--- config.mk ---
export PLATFORM = sky130hd
export DESIGN_NAME = output_image_dma_flat
export DESIGN_NICKNAME = d
export VERILOG_FILES = /design/src/rtl/output_image_dma_if.sv /design/src/rtl/output_image_dma.sv /design/src/flat_wrapper.sv
export SDC_FILE = /design/constraint.sdc
export NUM_CORES = 1
export LEC_CHECK = 0
export ABC_CLOCK_PERIOD_IN_PS = 1450
export CAP_MARGIN = 10
export CORE_MARGIN = 2
export CORE_UTILIZATION = 48
export DETAILED_ROUTE_END_ITERATION = 16
export PLACE_DENSITY = 0.76
export SETUP_SLACK_MARGIN = 0.1
export SKIP_CTS_REPAIR_TIMING = 1
export SYNTH_ARGS = -nofsm -noshare
export SYNTH_HDL_FRONTEND = slang
export SYNTH_SLANG_ARGS = --single-unit
--- constraint.sdc ---
create_clock -name CLK -period 1.45 [get_ports CLK]
set_input_delay 0.2175 -clock CLK [delete_from_list [all_inputs] [get_ports CLK]]
set_output_delay 0.2175 -clock CLK [all_outputs]
set_load 0.05 [all_outputs]
--- src/rtl/output_image_dma_if.sv ---
// Port bundle of the output image DMA channel: memory read port, request/status and outputs.
// With OUT_SAFE_EN defined it also carries the SAFE force-to-zero input.
interface output_image_dma_if #(
  parameter int unsigned ADDR_W = 5
);
  logic              START;
  logic [ADDR_W-1:0] A;
  logic              DQ;
  logic              BUSY;
  logic              DONE;
  logic [15:0]       OUT;
`ifdef OUT_SAFE_EN
  logic              SAFE;
`endif

  modport master (
`ifdef OUT_SAFE_EN
    input  SAFE,
`endif
    input  START,
    input  DQ,
    output A,
    output BUSY,
    output DONE,
    output OUT
  );

  modport slave (
`ifdef OUT_SAFE_EN
    output SAFE,
`endif
    output START,
    output DQ,
    input  A,
    input  BUSY,
    input  DONE,
    input  OUT
  );
endinterface

--- src/rtl/output_image_dma.sv ---
// Output image DMA: sweeps BASE..BASE+15 into a shadow register and commits OUT in one edge.
// Optional feature macro OUT_SAFE_EN adds SAFE, which holds OUT at zero while asserted.
module output_image_dma #(
  parameter int unsigned       ADDR_W = 5,
  parameter logic [ADDR_W-1:0] BASE   = 5'b10000
) (
  input  logic                CLK,
  input  logic                CLR,
  output_image_dma_if.master  bus
);

  typedef enum logic [1:0] {StIdle, StFetch, StDrain, StCommit} state_e;

  state_e            state_q;
  logic [3:0]        idx_q;
  logic [3:0]        idx_dly_q;
  logic              cap_q;
  logic [15:0]       shadow_q;
  logic [ADDR_W-1:0] a_q;
  logic              busy_q;
  logic              done_q;
  logic [15:0]       out_q;

  always_ff @(posedge CLK) begin
    if (CLR) begin
      state_q   <= StIdle;
      idx_q     <= '0;
      idx_dly_q <= '0;
      cap_q     <= 1'b0;
      shadow_q  <= '0;
      a_q       <= BASE;
      busy_q    <= 1'b0;
      done_q    <= 1'b0;
      out_q     <= '0;
    end else begin
      done_q    <= 1'b0;
      cap_q     <= 1'b0;
      idx_dly_q <= idx_q;
      // Read data lags the address by one cycle, so capture uses the delayed index.
      if (cap_q) begin
        shadow_q[idx_dly_q] <= bus.DQ;
      end
      unique case (state_q)
        StIdle: begin
          if (bus.START) begin
            state_q <= StFetch;
            idx_q   <= '0;
            a_q     <= BASE;
            busy_q  <= 1'b1;
          end
        end
        StFetch: begin
          cap_q <= 1'b1;
          idx_q <= idx_q + 4'd1;
          if (idx_q == 4'd15) begin
            state_q <= StDrain;
            a_q     <= BASE;
          end else begin
            a_q <= BASE + ADDR_W'(idx_q) + ADDR_W'(1);
          end
        end
        StDrain: begin
          state_q <= StCommit;
        end
        StCommit: begin
          out_q   <= shadow_q;
          done_q  <= 1'b1;
          busy_q  <= 1'b0;
          state_q <= StIdle;
        end
        default: state_q <= StIdle;
      endcase
`ifdef OUT_SAFE_EN
      if (bus.SAFE) begin
        out_q <= '0;
      end
`endif
    end
  end

  assign bus.A    = a_q;
  assign bus.BUSY = busy_q;
  assign bus.DONE = done_q;
  assign bus.OUT  = out_q;

endmodule

--- src/flat_wrapper.sv ---
// flat-port wrapper written by rule: the top's interface ports become plain ports
module output_image_dma_flat 
#(
  parameter int unsigned       ADDR_W = 5,
  parameter logic [ADDR_W-1:0] BASE   = 5'b10000
)
  (CLK, CLR, bus_START, bus_DQ, bus_A, bus_BUSY, bus_DONE, bus_OUT);
  output_image_dma_if #(.ADDR_W(ADDR_W)) bus_i ();
  input  logic CLK;
  input  logic CLR;
  input wire logic [$bits(bus_i.START)-1:0] bus_START;
  input wire logic [$bits(bus_i.DQ)-1:0] bus_DQ;
  output wire logic [$bits(bus_i.A)-1:0] bus_A;
  output wire logic [$bits(bus_i.BUSY)-1:0] bus_BUSY;
  output wire logic [$bits(bus_i.DONE)-1:0] bus_DONE;
  output wire logic [$bits(bus_i.OUT)-1:0] bus_OUT;
  assign bus_i.START = bus_START;
  assign bus_i.DQ = bus_DQ;
  assign bus_A = bus_i.A;
  assign bus_BUSY = bus_i.BUSY;
  assign bus_DONE = bus_i.DONE;
  assign bus_OUT = bus_i.OUT;
  output_image_dma #(.ADDR_W(ADDR_W), .BASE(BASE)) u_core (.CLK(CLK), .CLR(CLR), .bus(bus_i));
endmodule
; ---- Yosys cells after proc, flatten, opt, wreduce, memory -nomap -nowiden
; Index checks and enable logic that the tools add are counted.
[word_totals]
reg_bits = 50
in_bits = 4
out_inout_bits = 23
word_cells = 42
[classes]
add_sub_neg = 3
order_cmp = 2
eq_ne = 6
mux = 15
reduce_logical = 7
[ops]
columns = cell, count
row1 = bitwise mux 16 bit, 1
row2 = 2-to-1 mux 5 bit, 2
row3 = one-hot mux 5 bit (2 select lines), 1
row4 = one-hot mux 2 bit (4 select lines), 1
row5 = one-hot mux 4 bit (2 select lines), 1
row6 = AND reduction 2 bit, 3
row7 = adder 5 x 1 -> 5 bit (second input constant), 1
row8 = adder 5 x 4 -> 5 bit (first input constant), 1
row9 = less-than comparator 4 x 5 -> 1 bit (second input constant), 1
row10 = adder 4 x 1 -> 4 bit (second input constant), 1
row11 = demux 1 bit (select 4 bit), 1
row12 = equality test 2 bit (second input constant), 2
row13 = equality test 4 bit (second input constant), 1
row14 = greater-or-equal comparator 4 x 1 -> 1 bit (second input constant), 1
row15 = 2-to-1 mux 1 bit, 4
row16 = 2-to-1 mux 2 bit, 2
row17 = 2-to-1 mux 4 bit, 1
row18 = nonzero test 2 bit, 2
row19 = equality test 2 x 1 -> 1 bit (second input constant), 1
row20 = zero test 2 bit, 1
row21 = inequality test 2 x 1 -> 1 bit (second input constant), 1
row22 = inequality test 2 bit (second input constant), 1
row23 = one-hot mux 1 bit (2 select lines), 1
row24 = logical AND 1 bit, 1

; ---- Logic depth before layout (Yosys ltp)
[depth]
word_depth = 5
depth_mapped = 6
ltp_nobuf = 5

; ---- Least setup slack after synthesis
; OpenSTA, ideal clock, no wires.
[synth_timing]
kind = reg2reg
start = reg u_core.state_q[0]
end = reg u_core.a_q[3] (netlist: u_core.bus.A[3])
arrival_time_ns = 1.339
required_ns = 1.328
path_slack_ns = -0.011
path_stages_with_launch = 6
path_buffers = 0
path_cell_list = dfxtp_1 > inv_1 > ha_1 > mux2i_1 > and2_4 > a221o_1
[synth_between]
elab_chain_len = 3
elab_cells_between_ends = 6
classes_between = eq/ne: 2 / mux: 1 / reduce/logical: 3
[synth_lines]
columns = item, line
row1 = from (decl), output_image_dma.sv:14  ; state_e state_q;
row2 = from (signal assigned), output_image_dma.sv:26  ; state_q <= StIdle;
row3 = from (signal assigned), output_image_dma.sv:46  ; state_q <= StFetch;
row4 = from (signal assigned), output_image_dma.sv:56  ; state_q <= StDrain;
row5 = equality test 2 x 1 -> 1 bit / zero test 2 bit (equally long branches), output_image_dma.sv:43  ; unique case (state_q)
row6 = nonzero test 2 bit (no source line) / inequality test 2 bit (equally long branches), n/a
row7 = AND reduction 2 bit (no source line), n/a
row8 = to (signal assigned), output_image_dma.sv:59  ; a_q <= BASE + ADDR_W'(idx_q) + ADDR_W'(1);
row9 = to (decl), output_image_dma.sv:19  ; logic [ADDR_W-1:0] a_q;
; Parallel ways exist; a longest one is shown, timed or not.
; A chain may end at the register's enable or synchronous reset.

; ---- Worst setup path after layout
[layout_timing]
start = reg u_core.state_q[1]
end = reg u_core.a_q[3] (netlist: u_core.bus.A[3])
; The elaborated chain is that of the path after synthesis.

==> metrics.cfg <==
[timing]
grt_setup_unrepaired=yes
period_needed_ns=1.36
worst_hold_slack_ns=0.463
hold_viol=0
clock_skew_ns=0.00402
setup_viol=0
period_share_pct=93.6
timing.fmax_mhz=736
slew_viol_final=0

[worst_setup_path]
end_kind=flop
r2r_end=u_core.bus.A[3]
critPathArrivalTime_ns=1.55
critical-path-top-delay-family=flip-flops
r2r_setup_slack_ns=0.09
r2r-start=u_core.state_q[1]
crit_buf_inv=1
start_kind=flop
cp_slowest_cell=dfxtp_2
worstRegToRegCells=5
critPathKind=flop to flop
cp_max_fo=5
path_cells=inv_2, ha_4, mux2i_4, and2_4, a221o_1
cp.required_ns=1.64
critPathMaxStageDelay_ns=0.37

[placed_design]
place.gp.congestion=0.890
hpwlAfterDp_um=2480
dp.cells=276
portBuffers=25

[hold_path]
min_path_type=flop to flop
min_to=u_core.shadow_q[7]
hold_depth=2
min-delay-start=u_core.shadow_q[7]

[layout]
final_common_cell=dfxtp_1
area_growth_syn_to_layout_pct=40.7
drive_above_1_share_pct=23.8
nets=243
post_layout_nonfiller_instances=285
diodes=0
final_cell_mix=dfxtp_1 (47), nand2_1 (34), mux2i_1 (33), buf_12 (23), nor2_1 (19)

[die]
chipHeight_um=67.6
die_area_um2=4570
start_util_pct=49.3
core_um2=3940
die_w_um=67.6
rows=23
io_pins=27

[routing]
drt_iter0_drc=30
ant_nets=0
drc=0
vias_per_cell=5.06
dr_total_vias=1442
first_pass_iters=4
routed_wl_um=3610
wl_per_cell_um=12.7

[cts]
clock-root-buffer=clkbuf_8
cts_tree=done
clkTransAtPathRegs_ns=0.08
clock_latency_ns=0.30
cts_buffers=5
h-tree-depth=2
cts_sinks=49
cts_buffer_depth=2

[power_and_ir_drop]
power_uw=3560
power_density_nw_per_um2=1300
p_leak_uw=0.00115
peakVddDrop_uv=1310

[logic_synthesis]
synth_area_per_cell_um2=9.81
synth_cell_type_count=32
syn_nets=207
netlist_area_um2=1940
ys.warnings.count=0
synth_seq_cells=49
synth_ff_type=dfxtp_1
async_reset_ff_share_pct=0
synth_edf_count=0
yosysSeqAreaShare_pct=50.5
synthCells=198

[global_route]
overflow=0
grt_pass1_wl_um=5960
track_usage_pct=17.6
grt_start_max_net_pins=18
antenna_found_initial=0
grt_pass1_vias=1348

[flow_run]
max_cap_violations=0

[run_status]
outcome=complete, no violations

## cells by family after synthesis
family          after synthesis  synth area share [%]
compound gates               15                  5.73
buf+inv                      13                  3.09
flops                        49                  50.5
xor+xnor                      1                 0.451
simple gates                 80                  19.3
fa+ha+maj                     5                  3.22
mux                          34                  17.5
other cells                   1                 0.193
## power by group
part           switching, µW  internal, µW  leakage (µW)
combinational            525           525      0.000700
sequential              84.8          1440      0.000397
clock                    426           562     0.0000585
total                   1040          2530       0.00115
## layout make-up
cell class | instances | area [µm²]
clock inverter | 1 | 30.0
timing repair buffer | 38 | 581
multi-input combinational | 136 | 970
clock buffer | 7 | 86.3
tap | 50 | 62.6
inverter | 4 | 17.5
fill | 267 | 1210
sequential | 49 | 986
## how the worst max path moves through the flow
stage                       to               from  cells after the start
4_1_cts        u_core.bus.A[3]  u_core.state_q[1]                      5
3_3_place_gp   u_core.idx_q[3]          bus_START                      4
5_1_grt        u_core.bus.A[3]  u_core.state_q[0]                      5
2_1_floorplan  u_core.bus.A[3]  u_core.state_q[0]                      5
6_report       u_core.bus.A[3]  u_core.state_q[1]                      5
3_5_place_dp   u_core.bus.A[3]          bus_START                      4
## state kept, by name, indices dropped and copies added, names as in the netlist
| name | cells |
|---|---|
| u_core.bus.A | 4 |
| u_core.bus.BUSY | 1 |
| u_core.cap_q | 1 |
| u_core.idx_q | 4 |
| u_core.state_q | 2 |
| u_core.shadow_q | 16 |
| u_core.idx_dly_q | 4 |
| u_core.bus.DONE | 1 |
| u_core.bus.OUT | 16 |
## worst reg2reg max path: stages (launching register included)
cell and delay [ns]:
dfxtp_2 0.37, inv_2 0.07, ha_4 0.18, mux2i_4 0.19, and2_4 0.14, a221o_1 0.30
## Yosys cell counts, types with 2 or more instances
cell type	n	area [µm²]
a21oi_1	5	25.0
nand3_1	6	30.0
mux2i_1	34	340
buf_2	6	30.0
clkbuf_1	2	7.51
nor3b_1	2	15.0
nor2_1	19	71.3
inv_1	4	15.0
ha_1	5	62.6
nand2_1	34	128
nor2b_1	7	43.8
a221o_1	2	20.0
dfxtp_1	49	981
a21o_1	3	22.5
and3b_1	2	17.5
nand2b_1	2	12.5
## per-stage QoR
stage                     instance area (µm²)  setup WS (ns)  util (%)  TNS (ns)
after floorplan                          1970          0.114         -         0
after global placement                   2560        -0.0861      65.0    -0.169
after detailed placement                 2560         -0.101      65.0    -0.246
after CTS                                2680        0.00812      67.9         0
after global routing                     2730         0.0372      69.3         0
final                                    2730         0.0922      69.3         0
## routing by layer
| metal | global-route usage, % | vias to the layer above | share of wire, % |
|---|---|---|---|
| met5 | 0 | - | 0 |
| met4 | 7.40 | 0 | 1.3 |
| met3 | 4.67 | 5 | 4.0 |
| met2 | 30.1 | 25 | 50 |
| met1 | 20.7 | 672 | 45 |
| li1 | - | 740 | - |
Power figures use the tool's default switching activity.
